File: config.mk
export PLATFORM = sky130hd
export DESIGN_NAME = load_store_unit
export DESIGN_NICKNAME = d
export VERILOG_FILES = /design/src/rtl/load_store_unit.sv
export SDC_FILE = /design/constraint.sdc
export NUM_CORES = 1
export LEC_CHECK = 0
export ABC_AREA = 1
export BUFFER_PORTS_ARGS = -buffer_cell sky130_fd_sc_hd__buf_2
export CORE_ASPECT_RATIO = 1.2
export CORE_MARGIN = 5
export CORE_UTILIZATION = 55
export DETAILED_ROUTE_END_ITERATION = 6
export GPL_ROUTABILITY_DRIVEN = 0
export GPL_TIMING_DRIVEN = 1
export PLACE_DENSITY = 0.89
export SLEW_MARGIN = 0
export SYNTH_ARGS = -nofsm -noshare
export SYNTH_HDL_FRONTEND = slang
export SYNTH_SLANG_ARGS = --single-unit
File: constraint.sdc
create_clock -name i_clk -period 2.4 [get_ports i_clk]
set_input_delay 0.24 -clock i_clk [delete_from_list [all_inputs] [get_ports i_clk]]
set_output_delay 0.24 -clock i_clk [all_outputs]
set_load 0.02 [all_outputs]
File: src/rtl/load_store_unit.sv
// rtl/load_store_unit.sv - aligning load/store unit between core datapath and a wait-stated data memory
module load_store_unit #(
    parameter int XLEN             = 32,
    parameter int ADDR_W           = 32,
    parameter bit SPLIT_MISALIGNED = 1'b1
) (
    input  logic              i_clk,
    input  logic              i_rst_n,
    input  logic              i_req,
    output logic              o_req_ready,
    input  logic              i_we,
    input  logic [2:0]        i_funct3,
    input  logic [ADDR_W-1:0] i_addr,
    input  logic [XLEN-1:0]   i_wdata,
    output logic              o_done,
    output logic [XLEN-1:0]   o_rdata,
    output logic              o_err,
    output logic              o_misalign,
    output logic              o_mem_valid,
    input  logic              i_mem_ready,
    input  logic              i_mem_err,
    output logic              o_mem_we,
    output logic [ADDR_W-1:0] o_mem_addr,
    output logic [XLEN/8-1:0] o_mem_wstrb,
    output logic [XLEN-1:0]   o_mem_wdata,
    input  logic [XLEN-1:0]   i_mem_rdata
);
    localparam int LANES = XLEN / 8;
    localparam int OFS_W = $clog2(LANES);

    localparam logic [1:0] S_IDLE  = 2'd0;
    localparam logic [1:0] S_BEAT0 = 2'd1;
    localparam logic [1:0] S_BEAT1 = 2'd2;
    localparam logic [1:0] S_DONE  = 2'd3;

    logic [1:0]       state;
    logic             r_we;
    logic [2:0]       r_funct3;
    logic [OFS_W-1:0] r_off;
    logic             r_split;
    logic [LANES-1:0] r_wstrb_hi;
    logic [XLEN-1:0]  r_wdata_hi;
    logic [XLEN-1:0]  r_rd0;

    logic [OFS_W-1:0]   in_off;
    logic [ADDR_W-1:0]  in_base;
    logic [2*LANES-1:0] in_strb2;
    logic [2*XLEN-1:0]  in_data2;
    logic               in_illegal;
    logic               in_misalign;
    logic               in_split;
    logic               in_reject;

    logic [XLEN-1:0] rd_lo;
    logic [XLEN-1:0] rd_hi;
    logic [XLEN-1:0] rd_merged;
    logic [XLEN-1:0] load_result;

    // One strobe bit per byte of the access size, right-aligned.
    function automatic logic [LANES-1:0] size_mask(input logic [1:0] sz);
        case (sz)
            2'd0:    size_mask = LANES'(8'h01);
            2'd1:    size_mask = LANES'(8'h03);
            2'd2:    size_mask = LANES'(8'h0F);
            default: size_mask = LANES'(8'hFF);
        endcase
    endfunction

    // Truncate to the access size, then sign- or zero-extend (funct3[2] = unsigned).
    function automatic logic [XLEN-1:0] extend(input logic [XLEN-1:0] v, input logic [2:0] f3);
        case (f3[1:0])
            2'd0:    extend = f3[2] ? XLEN'(v[7:0])  : XLEN'($signed(v[7:0]));
            2'd1:    extend = f3[2] ? XLEN'(v[15:0]) : XLEN'($signed(v[15:0]));
            2'd2:    extend = f3[2] ? XLEN'(v[31:0]) : XLEN'($signed(v[31:0]));
            default: extend = v;
        endcase
    endfunction

    assign o_req_ready = (state == S_IDLE) || (state == S_DONE);

    // Decode the incoming request; both beats' lane data come from one double-width shift.
    always_comb begin
        in_off      = i_addr[OFS_W-1:0];
        in_base     = {i_addr[ADDR_W-1:OFS_W], {OFS_W{1'b0}}};
        in_strb2    = {{LANES{1'b0}}, size_mask(i_funct3[1:0])} << in_off;
        in_data2    = {{XLEN{1'b0}}, i_wdata} << {in_off, 3'b000};
        in_misalign = (int'(in_off) & ((1 << i_funct3[1:0]) - 1)) != 0;
        in_split    = (int'(in_off) + (1 << i_funct3[1:0])) > LANES;
        in_illegal  = (i_we && i_funct3[2])
                   || ((XLEN == 32) && ((i_funct3[1:0] == 2'd3) || (i_funct3 == 3'b110)))
                   || ((XLEN == 64) && (i_funct3 == 3'b111));
        in_reject   = in_illegal || (in_misalign && !SPLIT_MISALIGNED);
    end

    // Merge the beat(s) of a load: beat 0 in the low half, beat 1 in the high half, shifted down by the offset.
    always_comb begin
        rd_lo       = (state == S_BEAT1) ? r_rd0 : i_mem_rdata;
        rd_hi       = (state == S_BEAT1) ? i_mem_rdata : '0;
        rd_merged   = XLEN'({rd_hi, rd_lo} >> {r_off, 3'b000});
        load_result = extend(rd_merged, r_funct3);
    end

    // Request sequencing, bus beat generation and completion reporting.
    always_ff @(posedge i_clk or negedge i_rst_n) begin
        if (!i_rst_n) begin
            state       <= S_IDLE;
            r_we        <= 1'b0;
            r_funct3    <= '0;
            r_off       <= '0;
            r_split     <= 1'b0;
            r_wstrb_hi  <= '0;
            r_wdata_hi  <= '0;
            r_rd0       <= '0;
            o_done      <= 1'b0;
            o_rdata     <= '0;
            o_err       <= 1'b0;
            o_misalign  <= 1'b0;
            o_mem_valid <= 1'b0;
            o_mem_we    <= 1'b0;
            o_mem_addr  <= '0;
            o_mem_wstrb <= '0;
            o_mem_wdata <= '0;
        end else begin
            o_done <= 1'b0;
            case (state)
                S_IDLE, S_DONE: begin
                    if (i_req) begin
                        r_we       <= i_we;
                        r_funct3   <= i_funct3;
                        r_off      <= in_off;
                        r_split    <= in_split;
                        r_wstrb_hi <= i_we ? in_strb2[2*LANES-1:LANES] : '0;
                        r_wdata_hi <= in_data2[2*XLEN-1:XLEN];
                        o_misalign <= in_misalign;
                        o_rdata    <= '0;
                        if (in_reject) begin
                            state  <= S_DONE;
                            o_done <= 1'b1;
                            o_err  <= 1'b1;
                        end else begin
                            state       <= S_BEAT0;
                            o_err       <= 1'b0;
                            o_mem_valid <= 1'b1;
                            o_mem_we    <= i_we;
                            o_mem_addr  <= in_base;
                            o_mem_wstrb <= i_we ? in_strb2[LANES-1:0] : '0;
                            o_mem_wdata <= in_data2[XLEN-1:0];
                        end
                    end else begin
                        state <= S_IDLE;
                    end
                end
                S_BEAT0: begin
                    if (i_mem_ready) begin
                        r_rd0 <= i_mem_rdata;
                        if (!i_mem_err && r_split) begin
                            state       <= S_BEAT1;
                            o_mem_addr  <= o_mem_addr + ADDR_W'(LANES);
                            o_mem_wstrb <= r_wstrb_hi;
                            o_mem_wdata <= r_wdata_hi;
                        end else begin
                            state       <= S_DONE;
                            o_mem_valid <= 1'b0;
                            o_done      <= 1'b1;
                            o_err       <= i_mem_err;
                            o_rdata     <= (r_we || i_mem_err) ? '0 : load_result;
                        end
                    end
                end
                S_BEAT1: begin
                    if (i_mem_ready) begin
                        state       <= S_DONE;
                        o_mem_valid <= 1'b0;
                        o_done      <= 1'b1;
                        o_err       <= i_mem_err;
                        o_rdata     <= (r_we || i_mem_err) ? '0 : load_result;
                    end
                end
                default: state <= S_IDLE;
            endcase
        end
    end
endmodule

==> results.md, run 1 <==
* Crit path DAT at 2.47 ns
* RSZ-0062 raised after global routing: false
* Setup TNS at 0 ns
* Max Buffers Root-to-Sink at 2
* Setup bufs post-CTS at 0
* Routed WL per cell at 17.1 microns
* Cell Area, Synth at approximately 10,000 sq um
* Post-route clock skew at 0.0121 ns
* Placed instance area at 11,300 sq um
* Asr flop ratio synth at 100%
* Total CTS buffers at 17
* Final hold violation count at 0
* Status: finished clean
* Synthesis-to-layout area growth at 17.7%
* Max FO, Critical Path at 29
* Pre-antenna DRT Iters at 7
* Initial Util at ~56%
* WL met2 at 14,900 microns
* WS Path Type: flop to flop
* Final worst path period share at 88.3%
* Largest net degree at the start of global routing at 66
* WL met1 at approximately 12,000 microns
* Max Cap Viol at 0
* Seq/Total Area, Yosys at 42.1%
* Seq cells post-synth at 171
* Cell Rows at 54
* Hold Crit Class: primary input to flop
* Clock Latency Late Sink at 0.43 ns
* Core region area at 18,200 sq um
* Total number of vias at 10.8k
* Most used DFF post-synth: dfrtp_1
* Yosys top cell by area: dfrtp_1
* Final ANT Viol Nets at 0
* Share of cells above drive strength 1 at 18.3%
* Clk sinks at 171
* Syn Inst Count at 1,450
* Die width at about 130 microns
* Syn Area/Cell at ~7 sq um
* CTS tree: yes
* Share of the synthesized area in the top cell type at 42.1%
* Pins Over Slew Limit at 0
* Total GRT Usage at 29.9%
* DR iter-0 viols at roughly 1.3k
* Ports at between 200 and 250
* Post-Layout Inst Area at 12,000 sq um
* Static Leak at approximately 6.2 nW
* Via/cell ratio at 5.79
* Number of global-route vias before repair at ~10k
* Die ar. at 21,300 sq um
* Post-CTS Hold Buffers at 1
* Critical path endpoint category: flop
* Routed WL at 31,700 microns
* Hold slack at roughly 0.069 ns
* Dpl hpwl at 22,800 microns
* Fmax achieved at 0.472 GHz
* Initial antenna violation count at 2
* PortBufs at 208
* Synth area leaders: dfrtp_1 (42%), nand2_1 (19%), o21ai_0 (8.4%)
* Slew @ Worst Pin at between 0.6 and 0.7 ns
* DR top layer: met5
* Ant diodes at 0
* Cts repair resizes at 0
* Overflow after GRT at 0
* Synth cell types at 45
* Die H at 159 microns
* Layout Nets at 1,735
* Clk pin slew, worst setup/hold paths at ~0.080 ns
* Global-route wire length before repair at 52,100 microns
* Max VDD drop at 735 uV
* Power per cell area at 1480 nW/um^2
* H-tree levels at 4
* EDFF count, synth at 0
* Yosys warns at 0
* CP startpoint kind: flop
* Worst relative slew slack at 56.1%
* WP data required at ~2.8 ns
* Root Driver: clkbuf_16
* Setup violators final at 0
* Min Tclk post-route at 2.12 ns
* DRC violation count after routing at 0
* Metal3 WL at approximately 3000 microns
[cell families (layout without fill, tap and decap cells)]
kind of cell    Yosys count  in the layout  share of synthesized area, %
compound gates          307            307                          16.9
xor+xnor                  3              3                         0.259
fa+ha+maj                 7              7                         0.862
buf+inv                 196            381                          8.52
flops                   171            171                          42.1
mux                      13             13                          1.34
other cells               1              2                        0.0369
simple gates            752            752                          29.9
[cell usage after synthesis, types with 2 or more instances]
library cell / number
a21oi_1: 51
dfrtp_1: 171
ha_1: 7
a22oi_1: 4
or2_2: 11
nand3_4: 2
xor2_1: 2
inv_2: 4
buf_6: 8
nand3_2: 2
a31oi_1: 11
mux2i_1: 8
o21ai_0: 171
clkbuf_1: 36
o211ai_1: 21
o31ai_1: 4
o21a_1: 3
nor2_1: 146
buf_2: 31
nand3_1: 75
nand4_1: 5
nand3b_1: 4
o21ai_1: 9
inv_1: 106
nor2_2: 2
o22ai_1: 13
mux2_2: 5
buf_4: 8
o22a_1: 8
nand2_1: 502
o221ai_1: 6
[worst max-delay path: stages (launching register included)]
cell	delay, ns
dfrtp_1	0.41
inv_1	0.07
ha_2	0.32
nand2_1	0.17
nand2_1	0.07
nor2_1	0.12
nand3_2	0.16
inv_2	0.10
buf_4	0.30
o21ai_0	0.14
o22ai_1	0.17
[report_power, final]
group          total, mW  switching (mW)  internal, mW  leakage, nW
sequential          5.30            1.06          4.24         2.17
clock               2.87            1.30          1.58        0.288
combinational       9.55            6.49          3.06         3.78
total               17.7            8.85          8.88         6.23
[state kept, by name, indices dropped and copies added (netlist names)]
signal	flops
r_we	1
r_wstrb_hi	3
o_mem_wdata	32
o_err	1
o_mem_wstrb	4
o_rdata	32
r_wdata_hi	24
o_misalign	1
state	2
r_off	2
o_mem_valid	1
o_done	1
r_rd0	32
r_funct3	3
o_mem_we	1
r_split	1
o_mem_addr	30
[worst paths after layout]
kind                       slack [ns]              to   startpoint  cells after the start
max reg2reg                      0.28  o_mem_addr[17]     state[0]                     10
min reg2reg                      0.48     o_rdata[28]  o_rdata[28]                      2
max                              0.28  o_mem_addr[17]     state[0]                     10
min in group asynchronous        0.36       r_rd0[18]      i_rst_n                      2
max in group asynchronous        1.30        o_mem_we      i_rst_n                      3
min                              0.07   o_mem_addr[3]    i_addr[3]                      3
[cells in the final DEF (no fill, tap or decap), types with 2 or more instances in the layout]
| cell type | n |
|---|---|
| nand4_1 | 5 |
| nor2_1 | 146 |
| or2_2 | 11 |
| nor2_2 | 2 |
| nand3b_1 | 4 |
| xor2_1 | 2 |
| bufinv_16 | 2 |
| o21ai_1 | 9 |
| inv_6 | 6 |
| o22ai_1 | 13 |
| a31oi_1 | 11 |
| dfrtp_1 | 171 |
| clkinvlp_4 | 3 |
| a22oi_1 | 4 |
| ha_1 | 5 |
| inv_2 | 4 |
| o31ai_1 | 4 |
| ha_2 | 2 |
| mux2i_1 | 8 |
| a21oi_1 | 51 |
| buf_12 | 6 |
| nand3_4 | 2 |
| o21ai_0 | 171 |
| o21a_1 | 3 |
| o211ai_1 | 21 |
| o221ai_1 | 6 |
| nand2_1 | 502 |
| o22a_1 | 8 |
| inv_1 | 106 |
| mux2_2 | 5 |
| inv_8 | 2 |
| nand3_2 | 2 |
| clkbuf_16 | 17 |
| buf_2 | 207 |
| buf_4 | 23 |
| nand3_1 | 75 |
| conb_1 | 2 |
[metal layers]
layer / GRT usage (%) / vias up
li1: - / 5048
met1: 37.4 / 4860
met2: 48.4 / 698
met3: 5.44 / 156
met4: 17.4 / 4
met5: 0 / -
[metrics by stage]
step	utilization, %	instances	worst slack, ns	total power [mW]
after floorplan	-	1451	0.552	11.9
after global placement	62.4	1827	0.398	14.4
after detailed placement	62.4	1827	0.300	14.7
after CTS	65.8	1860	0.291	17.6
after global routing	65.8	1860	0.108	19.0
final	65.8	1860	0.281	17.7
[final cells by class]
cell class,count,area [sq um]
clock buffers,17,425
clock inverters,15,183
fillers,1528,6220
inverters,111,417
multi-input cells,1084,5020
flip-flops and latches,171,4280
well taps,224,280
repair buffers,238,1350
Note: power is estimated with default switching activity, not from simulation.
==> run 2, diff against run 1 <==
--- a/config.mk
+++ b/config.mk
@@ -5,7 +5,6 @@
 export SDC_FILE = /design/constraint.sdc
 export NUM_CORES = 1
 export LEC_CHECK = 0
-export ABC_AREA = 1
 export BUFFER_PORTS_ARGS = -buffer_cell sky130_fd_sc_hd__buf_2
 export CORE_ASPECT_RATIO = 1.2
 export CORE_MARGIN = 5
@@ -13,7 +12,7 @@
 export DETAILED_ROUTE_END_ITERATION = 6
 export GPL_ROUTABILITY_DRIVEN = 0
 export GPL_TIMING_DRIVEN = 1
-export PLACE_DENSITY = 0.89
+export PLACE_DENSITY = 0.9
 export SLEW_MARGIN = 0
 export SYNTH_ARGS = -nofsm -noshare
 export SYNTH_HDL_FRONTEND = slang
==> run 2 against run 1 <==
- design area fell by 0.97%
- clock skew decreased by 0.00094 ns
- sequential cell count did not move
- synthesized cell count fell by 28%
==> results.md, run 2 <==
* Cells after DPL at 1,430 (was 1,827)
* Status: finished clean (unchanged)
* Critical path endpoint category: flop (unchanged)
* Overflow after GRT at 0 (unchanged)
* H-tree levels at 4 (unchanged)
* Power per cell area at 1480 nW/um^2 (about the same)
* Core region area at 17,500 sq um (was 18,200 sq um)
* Placed instance area at 11,200 sq um (was 11,300 sq um)
* Initial antenna violation count at 2 (unchanged)
* Max FO, Critical Path at 10 (was 29)
* Pre-antenna DRT Iters at 6 (was 7)
* Most frequent cells in the layout: buf_2 (207), dfrtp_1 (170), nand2_1 (144) (was nand2_1 (502), buf_2 (207), o21ai_0 (171), dfrtp_1 (171), nor2_1 (146))
* Worst relative slew slack at 53.4% (was 56.1%)
* Post-route clock skew at 0.0112 ns (was 0.0121 ns)
* Seq/Total Area, Yosys at 43.8% (was 42.1%)
* Total CTS buffers at 17 (unchanged)
* Max VDD drop at 1020 uV (was 735 uV)
* PortBufs at 208 (unchanged)
* Hold slack at 0.0319 ns (was 0.0687 ns)
* Syn Area/Cell at 9.41 sq um (was 7.01 sq um)
* Most used DFF post-synth: dfrtp_1 (unchanged)
* Asr flop ratio synth at 100% (unchanged)
* Synth area leaders: dfrtp_1 (44%), mux2i_1 (6.1%), mux2_2 (6.0%) (was dfrtp_1 (42%), nand2_1 (19%), o21ai_0 (8.4%))
* Fin util at 67.6% (was 65.8%)
* Synthesis-to-layout area growth at 21.1% (was 17.7%)
* Slew @ Worst Pin at 0.697 ns (was 0.658 ns)
* Final ANT Viol Nets at 0 (unchanged)
* Initial Util at 55.9% (about the same)
* Area of the multi-input gates at 5100 sq um (was 5020 sq um)
* Commonest non-fill, non-tap cell in the layout: buf_2 (was nand2_1)
* Largest regs: o_mem_wdata (32), o_rdata (32), r_rd0 (32) (unchanged)
* Die ar. at 20,600 sq um (was 21,300 sq um)
* Root Driver: clkbuf_16 (unchanged)
* Die H at 156 microns (was 159 microns)
* Cts repair resizes at 0 (unchanged)
* Top cells by count, synth: dfrtp_1 (171), nand2_1 (144), nor2_1 (88) (was nand2_1 (502), dfrtp_1 (171), o21ai_0 (171))
* Post-Layout Inst Area at 11,800 sq um (was 12,000 sq um)
* Max Buffers Root-to-Sink at 2 (unchanged)
* Final hold violation count at 0 (unchanged)
* Global-route wire length before repair at 48,700 microns (was 52,100 microns)
* Number of global-route vias before repair at 9,341 (was 10.5k)
* Total GRT Usage at 28.7% (was 29.9%)
* Share of the synthesized area in the top cell type at 43.8% (was 42.1%)
* Hold Crit Class: primary input to flop (unchanged)
* RSZ-0062 raised after global routing: false (unchanged)
* DR iter-0 viols at 1,125 (was 1,347)
* Setup bufs post-CTS at 0 (unchanged)
* Setup WS pre-CTS at 0.221 ns (was 0.300 ns)
* Setup TNS at 0 ns (unchanged)
* Cell Rows at 53 (was 54)
* Static Leak at 5.58 nW (was 6.23 nW)
* Routed WL at 29,900 microns (was 31,700 microns)
* WP data required at 2.71 ns (was 2.75 ns)
* Total number of vias at 9,454 (was 10.8k)
* Dpl hpwl at 21,200 microns (was 22,800 microns)
* Max Cap Viol at 0 (unchanged)
* CP startpoint kind: flop (unchanged)
* Cell with the most instances after synthesis: dfrtp_1 (was nand2_1)
* Pins Over Slew Limit at 0 (unchanged)
* Via/cell ratio at 6.45 (was 5.79)
* Ports at 211 (unchanged)
* Clk pin slew, worst setup/hold paths at 0.07 ns (was 0.08 ns)
* Design Power at 17.5 mW (was 17.7 mW)
* Yosys top cell by area: dfrtp_1 (unchanged)
* Yosys warns at 0 (unchanged)
* Routed WL per cell at 20.4 microns (was 17.1 microns)
* Share of cells above drive strength 1 at 28.7% (was 18.3%)
* Syn Inst Count at 1,039 (was 1,450)
* Fin cells at 1,466 (was 1,860)
* Fill cells at 1,324 (was 1,528)
* Clock Latency Late Sink at 0.43 ns (about the same)
* Die width at 132 microns (was 134 microns)
* Clk sinks at 171 (unchanged)
* DRC violation count after routing at 0 (unchanged)
* EDFF count, synth at 0 (unchanged)
* Synth cell types at 74 (was 45)
* Flip-flop and latch area at 4280 sq um (about the same)
* Largest net degree at the start of global routing at 70 (was 66)
* Final worst slack at 0.135 ns (was 0.281 ns)
* Cell Area, Synth at 9780 sq um (was 10,200 sq um)
* Fmax achieved at 0.442 GHz (was 0.472 GHz)
* Setup violators final at 0 (unchanged)
* Final worst path period share at 94.4% (was 88.3%)
* Crit path DAT at 2.57 ns (was 2.47 ns)
* Seq cells post-synth at 171 (unchanged)
* Layout Nets at 1,342 (was 1,735)
* WS Path Type: flop to flop (unchanged)
* CTS tree: yes (unchanged)
* Min Tclk post-route at 2.26 ns (was 2.12 ns)
## run 2: area by class of cell
class | count | share of cell area (%)
flip-flops and latches | 171 | 36.1
clock buffers | 19 | 3.83
well taps | 220 | 2.32
multi-input cells | 770 | 43.0
inverters | 23 | 0.729
diodes | 3 | 0.0634
repair buffers | 247 | 12.1
clock inverters | 13 | 1.80
## run 2: path summary, 6_finish.rpt
kind                            start        endpoint  slack [ns]  depth (start not counted)
setup / recovery             state[0]  o_mem_addr[29]        0.14                          7
hold / removal             i_addr[16]  o_mem_addr[16]        0.03                          3
setup reg to reg             state[0]  o_mem_addr[29]        0.14                          7
hold reg to reg            o_misalign      o_misalign        0.47                          2
max in group asynchronous     i_rst_n        r_off[1]        1.21                          3
min in group asynchronous     i_rst_n      o_rdata[3]        0.33                          2
## run 2: cell families (layout without fill, tap and decap cells)
kind of cell             after synthesis  in the layout  share of synthesized area (%)
AND/OR/NAND/NOR                      340            340                           16.1
AO/OA/AOI/OAI                        299            299                           20.7
flip-flops                           171            171                           43.8
multiplexers                         121            121                           14.1
buffers and inverters                 99            302                           4.34
adder cells (fa/ha/maj)                7              7                          0.896
other                                  1              5                         0.0384
XOR/XNOR                               1              1                         0.0896
## run 2: power breakdown
group / switching (mW) / total (mW) / internal (mW)
clock network: 1.18 / 3.10 / 1.91
logic: 5.42 / 8.95 / 3.52
registers: 1.24 / 5.48 / 4.24
total: 7.85 / 17.5 / 9.68
## run 2: routing by layer
metal	up-vias	track usage (%)	wire length, microns	part of all wire, %
met5	-	0	0	0
met2	605	46.6	14400	48
li1	4185	-	-	-
met1	4544	37.3	11500	39
met4	0	12.3	1240	4.2
met3	120	6.23	2700	9.0
## run 2: critical path: stages (launching register included)
cell and delay, ns:
dfrtp_1 0.41, inv_1 0.08, ha_1 0.35, and2_1 0.20
o21ai_2 0.22, a21o_1 0.41, nor4_1 0.12, a2111o_1 0.36
## run 2: repair_timing
item	in CTS	in global routing
endpoints found under the hold margin	47	0
setup endpoints to repair	0	0
hold buffers	1	0
